File: config.mk
export PLATFORM = sky130hd
export DESIGN_NAME = axi_burst_master_flat
export DESIGN_NICKNAME = d
export VERILOG_FILES = /design/src/rtl/axi_burst_master_if.sv /design/src/rtl/axi_burst_master.sv /design/src/flat_wrapper.sv
export SDC_FILE = /design/constraint.sdc
export NUM_CORES = 1
export LEC_CHECK = 0
export CORE_AREA = 2 2 121 153
export DETAILED_ROUTE_END_ITERATION = 8
export DIE_AREA = 0 0 123 155
export PLACE_DENSITY_LB_ADDON = 0.25
export REMOVE_ABC_BUFFERS = 1
export SLEW_MARGIN = 25
export SYNTH_ARGS = -nofsm -noshare
export SYNTH_HDL_FRONTEND = slang
export SYNTH_SLANG_ARGS = --single-unit
File: constraint.sdc
create_clock -name S_AXI_ACLK -period 6.4 [get_ports S_AXI_ACLK]
set_clock_uncertainty 0.05 [all_clocks]
set_input_delay 0.96 -clock S_AXI_ACLK [delete_from_list [all_inputs] [get_ports S_AXI_ACLK]]
set_output_delay 0.96 -clock S_AXI_ACLK [all_outputs]
set_load 0.01 [all_outputs]
File: src/rtl/axi_burst_master_if.sv
// AXI4 master-side bundle for the burst master (AW/W/B/AR/R plus sideband tie-offs).
interface axi_burst_master_if #(
  parameter int C_M_AXI_ID_WIDTH   = 1,
  parameter int C_M_AXI_DATA_WIDTH = 32,
  parameter int C_M_AXI_ADDR_WIDTH = 8
);
  logic [C_M_AXI_ID_WIDTH-1:0]       awid;
  logic [C_M_AXI_ADDR_WIDTH-1:0]     awaddr;
  logic [7:0]                        awlen;
  logic [2:0]                        awsize;
  logic [1:0]                        awburst;
  logic                              awlock;
  logic [3:0]                        awcache;
  logic [2:0]                        awprot;
  logic [3:0]                        awqos;
  logic [3:0]                        awregion;
  logic                              awvalid;
  logic                              awready;
  logic [C_M_AXI_DATA_WIDTH-1:0]     wdata;
  logic [C_M_AXI_DATA_WIDTH/8-1:0]   wstrb;
  logic                              wlast;
  logic                              wvalid;
  logic                              wready;
  logic [C_M_AXI_ID_WIDTH-1:0]       bid;
  logic [1:0]                        bresp;
  logic                              bvalid;
  logic                              bready;
  logic [C_M_AXI_ID_WIDTH-1:0]       arid;
  logic [C_M_AXI_ADDR_WIDTH-1:0]     araddr;
  logic [7:0]                        arlen;
  logic [2:0]                        arsize;
  logic [1:0]                        arburst;
  logic                              arlock;
  logic [3:0]                        arcache;
  logic [2:0]                        arprot;
  logic [3:0]                        arqos;
  logic [3:0]                        arregion;
  logic                              arvalid;
  logic                              arready;
  logic [C_M_AXI_ID_WIDTH-1:0]       rid;
  logic [C_M_AXI_DATA_WIDTH-1:0]     rdata;
  logic [1:0]                        rresp;
  logic                              rlast;
  logic                              rvalid;
  logic                              rready;

  modport master (
    output awid, awaddr, awlen, awsize, awburst, awlock, awcache, awprot, awqos, awregion, awvalid,
    input  awready,
    output wdata, wstrb, wlast, wvalid,
    input  wready,
    input  bid, bresp, bvalid,
    output bready,
    output arid, araddr, arlen, arsize, arburst, arlock, arcache, arprot, arqos, arregion, arvalid,
    input  arready,
    input  rid, rdata, rresp, rlast, rvalid,
    output rready
  );

  modport slave (
    input  awid, awaddr, awlen, awsize, awburst, awlock, awcache, awprot, awqos, awregion, awvalid,
    output awready,
    input  wdata, wstrb, wlast, wvalid,
    output wready,
    output bid, bresp, bvalid,
    input  bready,
    input  arid, araddr, arlen, arsize, arburst, arlock, arcache, arprot, arqos, arregion, arvalid,
    output arready,
    output rid, rdata, rresp, rlast, rvalid,
    input  rready
  );
endinterface

File: src/rtl/axi_burst_master.sv
// One-command-at-a-time AXI4 INCR burst master; write data is seed + beat index.
// Define RDATA_CHECK_EN to compare read beats against the pattern and count errors.
module axi_burst_master #(
  parameter int C_M_AXI_ID_WIDTH   = 1,
  parameter int C_M_AXI_DATA_WIDTH = 32,
  parameter int C_M_AXI_ADDR_WIDTH = 8
) (
  input  logic                          S_AXI_ACLK,
  input  logic                          w_rst,
  input  logic                          i_start,
  input  logic                          i_wr,
  input  logic [C_M_AXI_ADDR_WIDTH-1:0] i_addr,
  input  logic [7:0]                    i_len,
  input  logic [C_M_AXI_DATA_WIDTH-1:0] i_seed,
  output logic                          o_busy,
  output logic                          o_done,
  output logic [1:0]                    o_bresp,
  output logic [C_M_AXI_DATA_WIDTH-1:0] o_rdata,
  output logic                          o_rdata_valid,
  output logic [8:0]                    o_rbeats,
  output logic [7:0]                    o_err_cnt,
  axi_burst_master_if.master            m_axi
);
  localparam int DW = C_M_AXI_DATA_WIDTH;
  localparam int AW = C_M_AXI_ADDR_WIDTH;

  // state   | meaning
  // S_IDLE  | waiting for i_start
  // S_AW    | write address offered
  // S_W     | write beats streaming
  // S_B     | waiting for write response
  // S_AR    | read address offered
  // S_R     | read beats arriving
  // S_DONE  | one-cycle completion pulse
  typedef enum logic [2:0] {S_IDLE, S_AW, S_W, S_B, S_AR, S_R, S_DONE} state_t;

  state_t          state, state_nxt;
  logic [AW-1:0]   addr_q;
  logic [7:0]      len_q;
  logic [DW-1:0]   seed_q;
  logic [7:0]      beat_cnt;
  logic [7:0]      beat_inc;
  logic            aw_hs, w_hs, b_hs, ar_hs, r_hs;

  assign aw_hs    = m_axi.awvalid && m_axi.awready;
  assign w_hs     = m_axi.wvalid  && m_axi.wready;
  assign b_hs     = m_axi.bvalid  && m_axi.bready;
  assign ar_hs    = m_axi.arvalid && m_axi.arready;
  assign r_hs     = m_axi.rvalid  && m_axi.rready;
  assign beat_inc = beat_cnt + 8'd1;

  assign m_axi.awid     = '0;
  assign m_axi.awaddr   = addr_q;
  assign m_axi.awlen    = len_q;
  assign m_axi.awsize   = 3'($clog2(DW/8));
  assign m_axi.awburst  = 2'b01;
  assign m_axi.awlock   = 1'b0;
  assign m_axi.awcache  = '0;
  assign m_axi.awprot   = '0;
  assign m_axi.awqos    = '0;
  assign m_axi.awregion = '0;
  assign m_axi.wstrb    = '1;
  assign m_axi.arid     = '0;
  assign m_axi.araddr   = addr_q;
  assign m_axi.arlen    = len_q;
  assign m_axi.arsize   = 3'($clog2(DW/8));
  assign m_axi.arburst  = 2'b01;
  assign m_axi.arlock   = 1'b0;
  assign m_axi.arcache  = '0;
  assign m_axi.arprot   = '0;
  assign m_axi.arqos    = '0;
  assign m_axi.arregion = '0;

  always_ff @(posedge S_AXI_ACLK) begin
    if (w_rst) state <= S_IDLE;
    else       state <= state_nxt;
  end

  always_comb begin
    state_nxt = state;
    case (state)
      S_IDLE: if (i_start) state_nxt = i_wr ? S_AW : S_AR;
      S_AW:   if (aw_hs) state_nxt = S_W;
      S_W:    if (w_hs && m_axi.wlast) state_nxt = S_B;
      S_B:    if (b_hs) state_nxt = S_DONE;
      S_AR:   if (ar_hs) state_nxt = S_R;
      S_R:    if (r_hs && m_axi.rlast) state_nxt = S_DONE;
      S_DONE: state_nxt = S_IDLE;
      default: state_nxt = S_IDLE;
    endcase
  end

  // Handshake strobes are decoded from the next state so every bus output is a flop.
  always_ff @(posedge S_AXI_ACLK) begin
    if (w_rst) begin
      m_axi.awvalid <= 1'b0;
      m_axi.arvalid <= 1'b0;
      m_axi.wvalid  <= 1'b0;
      m_axi.wlast   <= 1'b0;
      m_axi.wdata   <= '0;
      m_axi.bready  <= 1'b0;
      m_axi.rready  <= 1'b0;
      o_busy        <= 1'b0;
      o_done        <= 1'b0;
      o_bresp       <= 2'b00;
      o_rdata       <= '0;
      o_rdata_valid <= 1'b0;
      o_rbeats      <= '0;
      addr_q        <= '0;
      len_q         <= '0;
      seed_q        <= '0;
      beat_cnt      <= '0;
    end else begin
      m_axi.awvalid <= (state_nxt == S_AW);
      m_axi.arvalid <= (state_nxt == S_AR);
      m_axi.bready  <= (state_nxt == S_B);
      m_axi.rready  <= (state_nxt == S_R);
      o_busy        <= (state_nxt != S_IDLE);
      o_done        <= (state_nxt == S_DONE);
      o_rdata_valid <= r_hs;
      case (state)
        S_IDLE: begin
          if (i_start) begin
            addr_q   <= i_addr;
            len_q    <= i_len;
            seed_q   <= i_seed;
            beat_cnt <= '0;
            if (!i_wr) o_rbeats <= '0;
          end
        end
        S_AW: begin
          if (aw_hs) begin
            m_axi.wvalid <= 1'b1;
            m_axi.wdata  <= seed_q;
            m_axi.wlast  <= (len_q == 8'd0);
          end
        end
        S_W: begin
          if (w_hs) begin
            if (m_axi.wlast) begin
              m_axi.wvalid <= 1'b0;
              m_axi.wlast  <= 1'b0;
            end else begin
              beat_cnt    <= beat_inc;
              m_axi.wdata <= seed_q + DW'(beat_inc);
              m_axi.wlast <= (beat_inc == len_q);
            end
          end
        end
        S_B: begin
          if (b_hs) o_bresp <= m_axi.bresp;
        end
        S_R: begin
          if (r_hs) begin
            o_rdata <= m_axi.rdata;
            if (o_rbeats != 9'h1FF) o_rbeats <= o_rbeats + 9'd1;
            if (beat_cnt != 8'hFF)  beat_cnt <= beat_inc;
          end
        end
        default: ;
      endcase
    end
  end

`ifdef RDATA_CHECK_EN
  logic [7:0] err_cnt;

  always_ff @(posedge S_AXI_ACLK) begin
    if (w_rst) begin
      err_cnt <= '0;
    end else if (state == S_IDLE && i_start && !i_wr) begin
      err_cnt <= '0;
    end else if (state == S_R && r_hs && err_cnt != 8'hFF &&
                 (m_axi.rdata != seed_q + DW'(beat_cnt) || m_axi.rresp != 2'b00)) begin
      err_cnt <= err_cnt + 8'd1;
    end
  end

  assign o_err_cnt = err_cnt;
`else
  assign o_err_cnt = '0;
`endif

endmodule

File: src/flat_wrapper.sv
// flat-port wrapper written by rule: the top's interface ports become plain ports
module axi_burst_master_flat 
#(
  parameter int C_M_AXI_ID_WIDTH   = 1,
  parameter int C_M_AXI_DATA_WIDTH = 32,
  parameter int C_M_AXI_ADDR_WIDTH = 8
)
  (S_AXI_ACLK, w_rst, i_start, i_wr, i_addr, i_len, i_seed, o_busy, o_done, o_bresp, o_rdata, o_rdata_valid, o_rbeats, o_err_cnt, m_axi_awid, m_axi_awaddr, m_axi_awlen, m_axi_awsize, m_axi_awburst, m_axi_awlock, m_axi_awcache, m_axi_awprot, m_axi_awqos, m_axi_awregion, m_axi_awvalid, m_axi_awready, m_axi_wdata, m_axi_wstrb, m_axi_wlast, m_axi_wvalid, m_axi_wready, m_axi_bid, m_axi_bresp, m_axi_bvalid, m_axi_bready, m_axi_arid, m_axi_araddr, m_axi_arlen, m_axi_arsize, m_axi_arburst, m_axi_arlock, m_axi_arcache, m_axi_arprot, m_axi_arqos, m_axi_arregion, m_axi_arvalid, m_axi_arready, m_axi_rid, m_axi_rdata, m_axi_rresp, m_axi_rlast, m_axi_rvalid, m_axi_rready);
  axi_burst_master_if #(.C_M_AXI_ID_WIDTH(C_M_AXI_ID_WIDTH), .C_M_AXI_DATA_WIDTH(C_M_AXI_DATA_WIDTH), .C_M_AXI_ADDR_WIDTH(C_M_AXI_ADDR_WIDTH)) m_axi_i ();
  input  logic S_AXI_ACLK;
  input  logic w_rst;
  input  logic i_start;
  input  logic i_wr;
  input  logic [C_M_AXI_ADDR_WIDTH-1:0] i_addr;
  input  logic [7:0] i_len;
  input  logic [C_M_AXI_DATA_WIDTH-1:0] i_seed;
  output logic o_busy;
  output logic o_done;
  output logic [1:0] o_bresp;
  output logic [C_M_AXI_DATA_WIDTH-1:0] o_rdata;
  output logic o_rdata_valid;
  output logic [8:0] o_rbeats;
  output logic [7:0] o_err_cnt;
  output wire logic [$bits(m_axi_i.awid)-1:0] m_axi_awid;
  output wire logic [$bits(m_axi_i.awaddr)-1:0] m_axi_awaddr;
  output wire logic [$bits(m_axi_i.awlen)-1:0] m_axi_awlen;
  output wire logic [$bits(m_axi_i.awsize)-1:0] m_axi_awsize;
  output wire logic [$bits(m_axi_i.awburst)-1:0] m_axi_awburst;
  output wire logic [$bits(m_axi_i.awlock)-1:0] m_axi_awlock;
  output wire logic [$bits(m_axi_i.awcache)-1:0] m_axi_awcache;
  output wire logic [$bits(m_axi_i.awprot)-1:0] m_axi_awprot;
  output wire logic [$bits(m_axi_i.awqos)-1:0] m_axi_awqos;
  output wire logic [$bits(m_axi_i.awregion)-1:0] m_axi_awregion;
  output wire logic [$bits(m_axi_i.awvalid)-1:0] m_axi_awvalid;
  input wire logic [$bits(m_axi_i.awready)-1:0] m_axi_awready;
  output wire logic [$bits(m_axi_i.wdata)-1:0] m_axi_wdata;
  output wire logic [$bits(m_axi_i.wstrb)-1:0] m_axi_wstrb;
  output wire logic [$bits(m_axi_i.wlast)-1:0] m_axi_wlast;
  output wire logic [$bits(m_axi_i.wvalid)-1:0] m_axi_wvalid;
  input wire logic [$bits(m_axi_i.wready)-1:0] m_axi_wready;
  input wire logic [$bits(m_axi_i.bid)-1:0] m_axi_bid;
  input wire logic [$bits(m_axi_i.bresp)-1:0] m_axi_bresp;
  input wire logic [$bits(m_axi_i.bvalid)-1:0] m_axi_bvalid;
  output wire logic [$bits(m_axi_i.bready)-1:0] m_axi_bready;
  output wire logic [$bits(m_axi_i.arid)-1:0] m_axi_arid;
  output wire logic [$bits(m_axi_i.araddr)-1:0] m_axi_araddr;
  output wire logic [$bits(m_axi_i.arlen)-1:0] m_axi_arlen;
  output wire logic [$bits(m_axi_i.arsize)-1:0] m_axi_arsize;
  output wire logic [$bits(m_axi_i.arburst)-1:0] m_axi_arburst;
  output wire logic [$bits(m_axi_i.arlock)-1:0] m_axi_arlock;
  output wire logic [$bits(m_axi_i.arcache)-1:0] m_axi_arcache;
  output wire logic [$bits(m_axi_i.arprot)-1:0] m_axi_arprot;
  output wire logic [$bits(m_axi_i.arqos)-1:0] m_axi_arqos;
  output wire logic [$bits(m_axi_i.arregion)-1:0] m_axi_arregion;
  output wire logic [$bits(m_axi_i.arvalid)-1:0] m_axi_arvalid;
  input wire logic [$bits(m_axi_i.arready)-1:0] m_axi_arready;
  input wire logic [$bits(m_axi_i.rid)-1:0] m_axi_rid;
  input wire logic [$bits(m_axi_i.rdata)-1:0] m_axi_rdata;
  input wire logic [$bits(m_axi_i.rresp)-1:0] m_axi_rresp;
  input wire logic [$bits(m_axi_i.rlast)-1:0] m_axi_rlast;
  input wire logic [$bits(m_axi_i.rvalid)-1:0] m_axi_rvalid;
  output wire logic [$bits(m_axi_i.rready)-1:0] m_axi_rready;
  assign m_axi_awid = m_axi_i.awid;
  assign m_axi_awaddr = m_axi_i.awaddr;
  assign m_axi_awlen = m_axi_i.awlen;
  assign m_axi_awsize = m_axi_i.awsize;
  assign m_axi_awburst = m_axi_i.awburst;
  assign m_axi_awlock = m_axi_i.awlock;
  assign m_axi_awcache = m_axi_i.awcache;
  assign m_axi_awprot = m_axi_i.awprot;
  assign m_axi_awqos = m_axi_i.awqos;
  assign m_axi_awregion = m_axi_i.awregion;
  assign m_axi_awvalid = m_axi_i.awvalid;
  assign m_axi_i.awready = m_axi_awready;
  assign m_axi_wdata = m_axi_i.wdata;
  assign m_axi_wstrb = m_axi_i.wstrb;
  assign m_axi_wlast = m_axi_i.wlast;
  assign m_axi_wvalid = m_axi_i.wvalid;
  assign m_axi_i.wready = m_axi_wready;
  assign m_axi_i.bid = m_axi_bid;
  assign m_axi_i.bresp = m_axi_bresp;
  assign m_axi_i.bvalid = m_axi_bvalid;
  assign m_axi_bready = m_axi_i.bready;
  assign m_axi_arid = m_axi_i.arid;
  assign m_axi_araddr = m_axi_i.araddr;
  assign m_axi_arlen = m_axi_i.arlen;
  assign m_axi_arsize = m_axi_i.arsize;
  assign m_axi_arburst = m_axi_i.arburst;
  assign m_axi_arlock = m_axi_i.arlock;
  assign m_axi_arcache = m_axi_i.arcache;
  assign m_axi_arprot = m_axi_i.arprot;
  assign m_axi_arqos = m_axi_i.arqos;
  assign m_axi_arregion = m_axi_i.arregion;
  assign m_axi_arvalid = m_axi_i.arvalid;
  assign m_axi_i.arready = m_axi_arready;
  assign m_axi_i.rid = m_axi_rid;
  assign m_axi_i.rdata = m_axi_rdata;
  assign m_axi_i.rresp = m_axi_rresp;
  assign m_axi_i.rlast = m_axi_rlast;
  assign m_axi_i.rvalid = m_axi_rvalid;
  assign m_axi_rready = m_axi_i.rready;
  axi_burst_master #(.C_M_AXI_ID_WIDTH(C_M_AXI_ID_WIDTH), .C_M_AXI_DATA_WIDTH(C_M_AXI_DATA_WIDTH), .C_M_AXI_ADDR_WIDTH(C_M_AXI_ADDR_WIDTH)) u_core (.S_AXI_ACLK(S_AXI_ACLK), .w_rst(w_rst), .i_start(i_start), .i_wr(i_wr), .i_addr(i_addr), .i_len(i_len), .i_seed(i_seed), .o_busy(o_busy), .o_done(o_done), .o_bresp(o_bresp), .o_rdata(o_rdata), .o_rdata_valid(o_rdata_valid), .o_rbeats(o_rbeats), .o_err_cnt(o_err_cnt), .m_axi(m_axi_i));
endmodule
==> impl_metrics.ini, run 1 <==
[worst_setup_path]
r2r.worst_path.cells = 11
timing.rr.start = u_core.beat_cnt[0]
cpMostUsedCell = ha_1
slowest_delay_ns = 0.49
critPathSlowestCell = dfxtp_1
end_kind = flop
reg2reg_slack_ns = 2.85
r2r-end = u_core.m_axi.wdata[28]
arrival_ns = 3.82
crit_family = compound AO/OA/AOI/OAI gates
critPathLaunchType = flop
critical_path_class = flop to flop
required_ns = 6.67
path_max_fanout = 9
cp_cell_sequence = ha_1, nand3_1, xor2_1, inv_1, ha_1, o211ai_1, o21ai_0, o21ai_2, or2_1, or3_1, a311oi_1
timing.critical_path.buf_inv = 1

[pwr]
cellLeakagePower_nw = 3.302
powerDensity_nw_per_um2 = 232.8
combPwrFrac_pct = 10.7
p_int_mw = 1.660
p_switching_mw = 0.5366
seqPwrFrac_pct = 43.3
swShare_pct = 24.43
power.total_mw = 2.196
clock_power_share_pct = 46.0
ir_drop_v = 0.0001651

[sta]
layout_setup_ws_ns = 2.847
fin_crit_sh_pct = 55.51
drv_slew = 0
fmax_mhz = 281.5
tns_ns = 0
period_needed_ns = 3.553
grt_setup_unrepaired = false
slew-limit-headroom_pct = 44.00
hold-worst-slack_ns = 0.4015
final_hold_viol_count = 0
finalSetupViolations = 0
worstMarginPinSlew_ns = 0.8400

[worst_hold_path]
whs_path_depth = 2
min_from = u_core.o_rdata[0]
min_to = u_core.o_rdata[0]
hold_path.class = flop to flop

[placed_design]
placedCellCount = 1259
port_buffers = 207
dp_slack_ns = 2.775
dpl.hpwl_mm = 12.66
place_congestion = 0.7939

[outcome]
outcome = completed

[clocking]
postCtsHoldBufs = 0
clock_path_buffers = 2
clk_pin_slew_ns = 0.06
cts_buffers = 17
cts-root-buf = clkbuf_16
clk_latency_ns = 0.41
htreeDepth = 4
cts.sinks = 143
cts_setup_buffers = 0
cts_resized = 0
cts_tree = yes

[grt]
overflow = 0
grt_util_all_layers_pct = 19.01
grt_pass1_wl_mm = 29.10
grt_max_degree = 76
antenna_found_initial = 0
grt_pass1_vias = 5876

[floorplanning]
die_area_um2 = 19070
start_util_pct = 39.18
num_rows = 55
die_y_um = 155
core_area_um2 = 17750
die_x_um = 123
ios = 268

[logic_synthesis]
syn_area_um2 = 6955
yosysWarnings = 0
ys_types = 53
synth_edf_count = 0
avgSynthCellArea_um2 = 7.806
yosysSeqAreaShare_pct = 41.16
post_synth_inst_count = 891
ys.flop_type = dfxtp_1
ys_seq_elements = 143
async_flop_share_pct = 0

[run]
drv_cap = 0

[detailed_routing]
dr_total_vias = 6238
wl_per_cell_um = 14.09
wl_mm = 18.20
routed_via_density = 4.832
drt_first_pass_iters = 4
drc_errors = 0
antenna_left = 0
drt_iter0_drc = 359

[final_layout]
drive_above_1_share_pct = 5.174
n_antenna_cell = 0
area_growth_pct = 35.62
mostFrequentLayoutCell = nand2_1
mostFrequentLayoutCells = nand2_1 (207), clkdlybuf4s50_1 (206), dfxtp_1 (143), a21oi_1 (104), nor2_1 (64)
final_cells = 1291
fin_nets = 1158
==> metal layers <==
layer	up-vias	routed length (um)	global-route usage, %
li1	3210	-	-
met1	2867	7409	22.12
met2	140	9663	34.33
met3	21	714	3.629
met4	0	407	6.602
met5	-	0	0
==> cell families after synthesis <==
kind of cell,count (synthesis),synth area share (%)
xor+xnor,41,5.163
other cells,2,0.1080
compound gates,183,15.74
flops,143,41.16
fa+ha+maj,12,2.267
buf+inv,141,11.75
mux,5,0.7196
simple gates,364,23.10
==> flip-flops by register name, summed over array words and instances (netlist names), 2 cells and up <==
signal / cells
u_core.m_axi.wdata: 32
u_core.o_rdata: 32
u_core.seed_q: 32
u_core.o_rbeats: 9
u_core.beat_cnt: 8
u_core.m_axi.araddr: 8
u_core.m_axi.arlen: 8
u_core.state: 3
u_core.o_bresp: 2
==> cells in the mapped netlist, types with 9 or more instances <==
library cell    n  area (um^2)
nor3_1         11        55.05
xor2_1         13        113.9
xnor2_1        28        245.2
o21ai_0        18        90.09
clkbuf_1       51        191.4
inv_1          13        48.80
or3_1           9        56.30
a211oi_1       26        195.2
ha_1           11        137.6
nand2_1       207        777.0
nor2_1         64        240.2
nand4_1        12        75.07
a311oi_1        9        78.83
nand3_1        16        80.08
dfxtp_1       143         2863
buf_4          72        540.5
a21oi_1       105        525.5
nor4_1          9        56.30
==> power by group through the flow <==
stage	clock network (mW)	logic (mW)	registers, mW
floorplan	0	0.0966	0.972
global placement	0	0.235	0.970
detailed placement	0	0.237	0.971
CTS	1.04	0.238	0.951
global route	1.08	0.261	0.956
finish	1.01	0.235	0.951
==> layout make-up <==
cell class / instances / area, um^2
Fill cell: 1711 / 8322
Tap cell: 228 / 285.3
Inverter: 13 / 48.80
Clock buffer: 18 / 439.2
Sequential cell: 143 / 2863
Multi-Input combinational cell: 661 / 3508
Clock inverter: 14 / 166.4
Timing Repair Buffer: 214 / 2122
==> per-stage QoR <==
step,instance area [um^2],utilization (%)
floorplan,6390,-
global placement,8816,49.65
detailed placement,8823,49.70
CTS,9429,53.11
global route,9433,53.13
finish,9433,53.13
==> tightest hold or removal path, stage by stage (launching register included) <==
cell and delay (ns):
dfxtp_1 0.31, nand2_1 0.05, a21oi_1 0.05
==> worst max-delay path by stage <==
stage,start,to,slack [ns],cells past startpoint
after global placement,u_core.beat_cnt[0],u_core.m_axi.wdata[25],2.77,11
after floorplan,i_start,u_core.beat_cnt[1],0.09,4
after global routing,u_core.beat_cnt[0],u_core.m_axi.wdata[26],2.50,11
final,u_core.beat_cnt[0],u_core.m_axi.wdata[28],2.85,11
after detailed placement,u_core.beat_cnt[0],u_core.m_axi.wdata[25],2.77,10
after CTS,u_core.beat_cnt[0],u_core.m_axi.wdata[25],2.75,10
Power figures use the tool's default switching activity.
==> inputs of run 2 (changes only) <==
clock period = 3.4 ns   (was 6.4 ns; I/O delays follow)
==> impl_metrics.ini, run 2 (synthesis results as in run 1) <==
[outcome]
outcome = completed

[clocking]
cts_tree = yes
cts_buffers = 17
htreeDepth = 4
cts-root-buf = clkbuf_16
cts.sinks = 143
postCtsHoldBufs = 0
clock_path_buffers = 2
clk_pin_slew_ns = 0.06
cts_setup_buffers = 0
clk_latency_ns = 0.41

[grt]
overflow = 0
grt_util_all_layers_pct = 19.21
grt_pass1_vias = 5757
grt_max_degree = 67
grt_pass1_wl_mm = 29.01
antenna_found_initial = 1

[detailed_routing]
drt_iter0_drc = 395
dr_total_vias = 6310
routed_via_density = 4.850
drt_first_pass_iters = 6
wl_mm = 18.60
antenna_left = 0
drc_errors = 0
wl_per_cell_um = 14.29

[placed_design]
port_buffers = 207
detailed_place.area_um2 = 8910
dpl.hpwl_mm = 13.13
place_congestion = 0.8213

[sta]
fin_crit_sh_pct = 92.36
grt_setup_unrepaired = false
fmax_mhz = 318.4
hold-worst-slack_ns = 0.4032
tns_ns = 0
final_hold_viol_count = 0
worstMarginPinSlew_ns = 0.6262
finalSetupViolations = 0
drv_slew = 0
period_needed_ns = 3.140
slew-limit-headroom_pct = 58.26

[pwr]
powerDensity_nw_per_um2 = 438.8
cellLeakagePower_nw = 3.366
ir_drop_v = 0.0002904
power.total_mw = 4.184

[worst_setup_path]
slowest_delay_ns = 0.43
critPathLaunchType = flop
end_kind = flop
critPathSlowestCell = dfxtp_1
reg2reg_slack_ns = 0.26
cpMostUsedCell = and3_1
arrival_ns = 3.42
required_ns = 3.68
r2r.worst_path.cells = 10
path_max_fanout = 9
cp_cell_sequence = and3_1, and3_1, xor2_1, ha_1, o211ai_1, o21ai_0, o21ai_2, or2_4, or3_1, a311oi_1
critical_path_class = flop to flop

[worst_hold_path]
hold_path.class = flop to flop
whs_path_depth = 2

[floorplanning]
die_y_um = 155
num_rows = 55
die_x_um = 123
core_area_um2 = 17750
ios = 268
die_area_um2 = 19070
start_util_pct = 39.18

[final_layout]
drive_above_1_share_pct = 5.784
mostFrequentLayoutCell = nand2_1
reg.largest.list = u_core.m_axi.wdata: 32 flops, u_core.o_rdata: 32 flops, u_core.seed_q: 32 flops
fin_nets = 1167
area_growth_pct = 37.09
mostFrequentLayoutCells = nand2_1 (207), clkdlybuf4s50_1 (206), dfxtp_1 (143), a21oi_1 (105), nor2_1 (64)
finalInstanceArea_um2 = 9535

[run]
drv_cap = 0
-- run 2: changes by cell type in the layout (fill, tap and decap cells not counted), sizes merged --
cell / change
clkbuf: +5
clkinvlp: -3
buf: +9
diode: +1
clkinv: -2
-- run 2: per-layer routing --
metal | GRT usage [%] | wire length, um
met1 | 22.03 | 7556
met2 | 35.04 | 9984
met3 | 3.739 | 745
met4 | 6.656 | 309
met5 | 0 | 0
-- run 2: area by class of cell --
type | instances | area, um^2
Fill cell | 1712 | 8219
Sequential cell | 143 | 2863
Multi-Input combinational cell | 661 | 3503
Inverter | 13 | 48.80
Clock buffer | 23 | 488.0
Tap cell | 228 | 285.3
Antenna cell | 1 | 2.502
Clock inverter | 9 | 130.1
Timing Repair Buffer | 223 | 2215
-- run 2: worst paths after layout --
path | start | endpoint
worst max-delay path | u_core.beat_cnt[2] | u_core.m_axi.wdata[28]
worst max register to register | u_core.beat_cnt[2] | u_core.m_axi.wdata[28]
worst min-delay path | u_core.o_rdata[21] | u_core.o_rdata[21]
worst min register to register | u_core.o_rdata[21] | u_core.o_rdata[21]
-- run 2: stage by stage --
stage	cells	utilization, %	setup slack [ns]
after global placement	1268	50.18	0.2338
after floorplan	817	-	-2.504
final	1301	53.71	0.2596
after detailed placement	1268	50.18	0.1453
after global routing	1301	53.71	0.03653
after CTS	1300	53.66	0.1400
-- run 2: critical path: cells and delay by family (launching register included) --
kind                       cells  cell delay (ns)
AOI/OAI and AO/OA              4             0.81
xor gates and xnor gates       1             0.11
adders and majority gates      1             0.38
DFF                            1             0.43
and+or+nand+nor                4             1.27
-- run 2: timing repair --
| item | CTS | global route |
|---|---|---|
| endpoints found under the hold margin | 0 | 0 |
| gates resized for setup | 0 | 3 |
| setup endpoints to repair | 0 | 4 |
-- run 2: power breakdown --
| group | internal [mW] | switching [mW] |
|---|---|---|
| Sequential | 1.73 | 0.0583 |
| Clock | 1.23 | 0.712 |
| Combinational | 0.228 | 0.224 |
| Total | 3.19 | 0.994 |
